### src/rtl/seg_pkg.sv
// Shared definitions for the multiplexed seven-segment scanner: slot phases,
// polarity helpers and the slot timing derivations.
package seg_pkg;

    typedef enum logic [1:0] {
        PH_BLANK = 2'd0,
        PH_DRIVE = 2'd1,
        PH_DARK  = 2'd2
    } phase_e;

    // Clocks per digit slot (integer division, fractional remainder dropped).
    function automatic int calc_slot(input int clk_fre, input int scan_fre, input int digits);
        return clk_fre / (scan_fre * digits);
    endfunction

    function automatic int calc_active(input int slot, input int blank_cycles);
        return slot - blank_cycles;
    endfunction

    function automatic int calc_step(input int active);
        return active / 15;
    endfunction

    // Counter width able to hold 0..slot.
    function automatic int calc_cnt_width(input int slot);
        return $clog2(slot + 1);
    endfunction

    function automatic logic sel_on_level(input bit active_low);
        return active_low ? 1'b0 : 1'b1;
    endfunction

    function automatic logic [7:0] seg_off_pattern(input bit active_low);
        return active_low ? 8'hFF : 8'h00;
    endfunction

endpackage

### src/rtl/seg_slot_timer.sv
// Slot counter, digit index and BLANK/DRIVE/DARK phase sequencer for one
// digit slot; the DRIVE length scales with the brightness it is given.
module seg_slot_timer
    import seg_pkg::*;
#(
    parameter int DIGITS       = 6,
    parameter int SLOT         = 20,
    parameter int ACTIVE       = 18,
    parameter int STEP         = 1,
    parameter int BLANK_CYCLES = 2,
    parameter int CW           = 5
) (
    input  logic       clk,
    input  logic       rst_n,
    input  logic [3:0] bright_i,
    output phase_e     phase_o,
    output logic [2:0] digit_o,
    output logic       frame_tick_o
);

    logic [CW-1:0] cnt_q, cnt_d;
    logic [2:0]    dig_q, dig_d;
    phase_e        state_q, state_d;

    logic [CW-1:0] on_len;
    logic [CW-1:0] drive_last;
    logic          slot_last;

    always_comb begin
        on_len = '0;
        if (bright_i == 4'd15) begin
            on_len = CW'(ACTIVE);
        end else begin
            on_len = CW'(bright_i) * CW'(STEP);
        end
    end

    assign drive_last = CW'(BLANK_CYCLES - 1) + on_len;
    assign slot_last  = (cnt_q == CW'(SLOT - 1));

    always_ff @(posedge clk or negedge rst_n) begin
        if (!rst_n) begin
            cnt_q   <= '0;
            dig_q   <= '0;
            state_q <= PH_BLANK;
        end else begin
            cnt_q   <= cnt_d;
            dig_q   <= dig_d;
            state_q <= state_d;
        end
    end

    always_comb begin
        cnt_d   = slot_last ? '0 : cnt_q + CW'(1);
        dig_d   = dig_q;
        state_d = state_q;
        if (slot_last) begin
            dig_d   = (dig_q == 3'(DIGITS - 1)) ? 3'd0 : dig_q + 3'd1;
            state_d = PH_BLANK;
        end else begin
            case (state_q)
                // A zero-length drive window goes straight to the dark tail.
                PH_BLANK: if (cnt_q == CW'(BLANK_CYCLES - 1)) begin
                    state_d = (on_len == '0) ? PH_DARK : PH_DRIVE;
                end
                PH_DRIVE: if (cnt_q == drive_last) begin
                    state_d = PH_DARK;
                end
                default: state_d = state_q;
            endcase
        end
    end

    assign phase_o      = state_q;
    assign digit_o      = dig_q;
    assign frame_tick_o = (cnt_q == '0) && (dig_q == 3'd0);

endmodule

### src/rtl/seg_scan_dim.sv
// Multiplexed seven-segment scanner with anti-ghost blanking and PWM-style
// brightness; inputs are sampled once per frame, all outputs are registered.
module seg_scan_dim
    import seg_pkg::*;
#(
    parameter int DIGITS         = 6,
    parameter int CLK_FRE        = 50000000,
    parameter int SCAN_FRE       = 200,
    parameter int BLANK_CYCLES   = 500,
    parameter bit SEL_ACTIVE_LOW = 1'b1,
    parameter bit SEG_ACTIVE_LOW = 1'b1
) (
    input  logic                  clk,
    input  logic                  rst_n,
    input  logic [DIGITS*8-1:0]   seg_data_in,
    input  logic [DIGITS-1:0]     digit_en,
    input  logic [3:0]            bright,
    output logic [DIGITS-1:0]     seg_sel,
    output logic [7:0]            seg_data,
    output logic                  frame_start,
    output logic [2:0]            cur_digit
);

    localparam int SLOT   = calc_slot(CLK_FRE, SCAN_FRE, DIGITS);
    localparam int ACTIVE = calc_active(SLOT, BLANK_CYCLES);
    localparam int STEP   = calc_step(ACTIVE);
    localparam int CW     = calc_cnt_width(SLOT);

    localparam logic              SEL_ON  = sel_on_level(SEL_ACTIVE_LOW);
    localparam logic [DIGITS-1:0] SEL_OFF = {DIGITS{~SEL_ON}};
    localparam logic [7:0]        SEG_OFF = seg_off_pattern(SEG_ACTIVE_LOW);

    generate
        if (ACTIVE < 15 || BLANK_CYCLES < 1 || DIGITS < 1 || DIGITS > 8) begin : g_bad_params
            $error("seg_scan_dim: illegal parameters (need ACTIVE>=15, BLANK_CYCLES>=1, DIGITS 1..8)");
        end
    endgenerate

    phase_e     phase;
    logic [2:0] digit;
    logic       frame_tick;
    logic [3:0] bright_cur;

    // Frame snapshot of the display inputs.
    logic [DIGITS*8-1:0] snap_seg_q;
    logic [DIGITS-1:0]   snap_en_q;
    logic [3:0]          snap_bright_q;

    // The timer sees the incoming brightness in the snapshot cycle itself.
    assign bright_cur = frame_tick ? bright : snap_bright_q;

    seg_slot_timer #(
        .DIGITS       (DIGITS),
        .SLOT         (SLOT),
        .ACTIVE       (ACTIVE),
        .STEP         (STEP),
        .BLANK_CYCLES (BLANK_CYCLES),
        .CW           (CW)
    ) u_timer (
        .clk          (clk),
        .rst_n        (rst_n),
        .bright_i     (bright_cur),
        .phase_o      (phase),
        .digit_o      (digit),
        .frame_tick_o (frame_tick)
    );

    always_ff @(posedge clk or negedge rst_n) begin
        if (!rst_n) begin
            snap_seg_q    <= {DIGITS{SEG_OFF}};
            snap_en_q     <= '0;
            snap_bright_q <= '0;
        end else if (frame_tick) begin
            snap_seg_q    <= seg_data_in;
            snap_en_q     <= digit_en;
            snap_bright_q <= bright;
        end
    end

    logic [7:0]        en_pad;
    logic [63:0]       seg_pad;
    logic [7:0]        cur_pattern;
    logic              drive_en;
    logic [DIGITS-1:0] sel_hot;

    assign en_pad = 8'(snap_en_q);

    always_comb begin
        seg_pad                   = {8{SEG_OFF}};
        seg_pad[DIGITS*8-1:0]     = snap_seg_q;
    end

    assign cur_pattern = seg_pad[{digit, 3'b000} +: 8];
    assign drive_en    = (phase == PH_DRIVE) && en_pad[digit];

    for (genvar gi = 0; gi < DIGITS; gi++) begin : g_sel
        assign sel_hot[gi] = drive_en && (digit == 3'(gi));
    end

    logic [DIGITS-1:0] seg_sel_q, seg_sel_d;
    logic [7:0]        seg_data_q, seg_data_d;
    logic              frame_start_q;
    logic [2:0]        cur_digit_q;

    always_comb begin
        seg_sel_d  = SEL_ON ? sel_hot : ~sel_hot;
        seg_data_d = drive_en ? cur_pattern : SEG_OFF;
    end

    always_ff @(posedge clk or negedge rst_n) begin
        if (!rst_n) begin
            seg_sel_q     <= SEL_OFF;
            seg_data_q    <= SEG_OFF;
            frame_start_q <= 1'b0;
            cur_digit_q   <= 3'd0;
        end else begin
            seg_sel_q     <= seg_sel_d;
            seg_data_q    <= seg_data_d;
            frame_start_q <= frame_tick;
            cur_digit_q   <= digit;
        end
    end

    assign seg_sel     = seg_sel_q;
    assign seg_data    = seg_data_q;
    assign frame_start = frame_start_q;
    assign cur_digit   = cur_digit_q;

endmodule

### config.mk
export PLATFORM = sky130hd
export DESIGN_NAME = seg_scan_dim
export DESIGN_NICKNAME = d
export VERILOG_FILES = /design/src/rtl/seg_pkg.sv /design/src/rtl/seg_slot_timer.sv /design/src/rtl/seg_scan_dim.sv
export SDC_FILE = /design/constraint.sdc
export NUM_CORES = 1
export LEC_CHECK = 0
export ABC_AREA = 1
export ABC_CLOCK_PERIOD_IN_PS = 5200
export CELL_PAD_IN_SITES_DETAIL_PLACEMENT = 2
export CELL_PAD_IN_SITES_GLOBAL_PLACEMENT = 2
export CORE_ASPECT_RATIO = 0.9
export CORE_MARGIN = 2
export CORE_UTILIZATION = 32
export DETAILED_ROUTE_END_ITERATION = 8
export GPL_ROUTABILITY_DRIVEN = 0
export GPL_TIMING_DRIVEN = 0
export HOLD_SLACK_MARGIN = 0.02
export MAX_ROUTING_LAYER = met4
export PLACE_DENSITY = 0.92
export SLEW_MARGIN = 40
export SYNTH_ARGS = -nofsm -noshare
export SYNTH_HDL_FRONTEND = slang
export SYNTH_SLANG_ARGS = --single-unit
### constraint.sdc
create_clock -name clk -period 5.2 [get_ports clk]
set_input_delay 0.78 -clock clk [delete_from_list [all_inputs] [get_ports clk]]
set_output_delay 0.78 -clock clk [all_outputs]
set_load 0.05 [all_outputs]
==> results.tsv <==
metric	value	unit
Max stage delay on crit path	0.50	ns
EDFF count, synth	0	
clk root buf	clkbuf_16	
WP data required	5.50	ns
DRT Pass-1 Iters	4	
setup slack after layout	0.251	ns
FF+latch area	0.00251	mm^2
endpoint class of the critical path	flop	
relative slew slack	49.0	%
VDD IR max	0.131	mV
Cells after Synth	761	
syn nets	847	
vias in the first global route	6397	
most frequent cells in the layout	nand2_1 (335), inv_1 (77), clkdlybuf4s50_1 (76), dfstp_2 (62), nand3_1 (42)	
setup TNS	0	ns
GRT overflow	0	
Post-DP HPWL	15.2	mm
Post-synth ARST share	100	%
static leakage	3.51	nW
Initial Util	32.4	%
Max Slew Vio Count	0	
# clock sinks	97	
fmax	0.202	GHz
CTS tree	done	
register area share after synthesis	44.0	%
Synth Flop Type	dfstp_2	
setup bufs post-CTS	0	
Die Height	131	um
first-pass GRT wire length	36.7	mm
crit path max fanout	10	
Setup CP Type	flop to flop	
Arr. time, crit path	5.25	ns
1st-iter DRT viols	294	
worst-skew pair later-pin latency	0.37	ns
syn_area_per_cell	7.48	um^2
period utilisation layout	95.2	%
commonest non-fill, non-tap cell in the layout	nand2_1	
final setup violation count	0	
# port buffers	77	
final layout net count	935	
pin count of the biggest net entering global routing	68	
Routed WL	23.2	mm
Area Overhead vs Synth	25.4	%
status	finished, final reports clean	
core area	0.0176	mm^2
H-tree Lvls	3	
fill count	2001	
total clock buffers created by CTS	9	
area of the multi-input gates	0.00285	mm^2
yosys warns	0	
total power divided by cell area	263	mW/mm^2
initial antenna violation count	0	
Slowest-stage cell, CP	fa_1	
via/cell ratio	5.18	
Worst-Margin Slew	0.759	ns
post-layout minimum cycle time	4.95	ns
Final Util	40.7	%
DR WL/cell	21.2	um
Final Hold Viols	0	
die span in x	145	um
clk buf depth	2	
CP most frequent cell	nand2_1	
Rows	46	
max_cap viols	0	
die area	0.0189	mm^2
Boundary Pins	78	
Unique masters post-synth	41	
Antenna Violating Nets Remaining	0	
GRT Total Usage	26.3	%
FF+latch count, synth	97	
Post-Syn Area	0.00570	mm^2
share of cells above drive strength 1	16.6	%
Worst Hold Class	primary input to async pin	
Worst setup SP type	flop	
clk slew on worst S/H paths	0.08	ns
Tot Pwr	1.88	mW
DRC errors left	0	
vias	5670	
clock skew	0.0110	ns
Setup WS pre-CTS	-0.292	ns
[registers in the layout, summed over array words and instances, names as in the netlist]
register and flops:
seg_data 8, frame_start 1, snap_seg_q 48, u_timer.digit_o 3, seg_sel 6, snap_en_q 6, snap_bright_q 4, u_timer.cnt_q 16
cur_digit 3, u_timer.phase_o 2
[cells by family after synthesis]
group	share of synthesized area, %
xor gates and xnor gates	0.769
and+or+nand+nor	37.2
DFF	44.0
AOI/OAI and AO/OA	4.44
buffers and inverters	7.25
adders and majority gates	6.37
[critical path, delay by kind of cell (launching register included)]
family	cells	cell delay, ns
and+or+nand+nor	19	2.06
AOI/OAI and AO/OA	1	0.19
buffers and inverters	5	0.71
adders and majority gates	4	1.48
DFF	1	0.46
[path summary, 6_finish.rpt]
path / startpoint / end / slack (ns) / cells past startpoint
worst max-delay path: u_timer.cnt_q[0] / u_timer.phase_o[1] / 0.25 / 29
worst min-delay path: rst_n / u_timer.digit_o[2] / 0.27 / 1
worst max register to register: u_timer.cnt_q[0] / u_timer.phase_o[1] / 0.25 / 29
worst min register to register: snap_seg_q[34] / snap_seg_q[34] / 0.48 / 2
max in group asynchronous: rst_n / snap_seg_q[31] / 4.27 / 2
min in group clk: snap_seg_q[34] / snap_seg_q[34] / 0.48 / 2
[where the power goes]
part	switching, mW	internal (mW)	total [mW]
clock	0.315	0.325	0.640
combinational	0.268	0.157	0.425
sequential	0.0171	0.794	0.811
[area by class of cell]
cell class,instances,area share (%)
multi-input cells,556,39.8
flip-flops and latches,97,35.1
repair buffers,78,11.2
inverters,89,4.68
well taps,240,4.20
clock buffers,11,3.26
plain buffers,18,1.19
clock inverters,5,0.455
diodes,1,0.0350
[repair_timing]
action / in CTS / in global routing
gates resized for setup: 15 / 13
gates cloned: 0 / 0
hold buffers: 0 / 0
setup endpoints to repair: 2 / 2
[routing by layer]
layer / routed length [um] / track usage [%]
met1: 10100 / 33.1
met2: 11600 / 43.7
met3: 878 / 4.45
met4: 616 / 8.11
met5: 0 / -
[per-stage QoR]
stage	cells	hold slack (ns)	area [um^2]
after CTS	1095	0.263	7100
final	1095	0.271	7140
after detailed placement	1079	0.461	6800
after global routing	1094	0.277	7140
after floorplan	761	0.412	5700
after global placement	1078	0.454	6770
[Yosys cell counts, drive strengths merged (5+ instances only)]
master / number / area, um^2
a21oi: 10 / 57.6
buf: 8 / 37.5
clkbuf: 11 / 41.3
dfrtp: 35 / 876
dfstp: 62 / 1630
fa: 5 / 100
ha: 21 / 263
inv: 88 / 330
nand2: 346 / 1340
nand3: 53 / 313
nand4: 18 / 113
nor2: 51 / 243
nor3: 11 / 55.1
o21ai: 10 / 50.0
o221ai: 8 / 70.1
xor2: 5 / 43.8
Power figures use the tool's default switching activity.
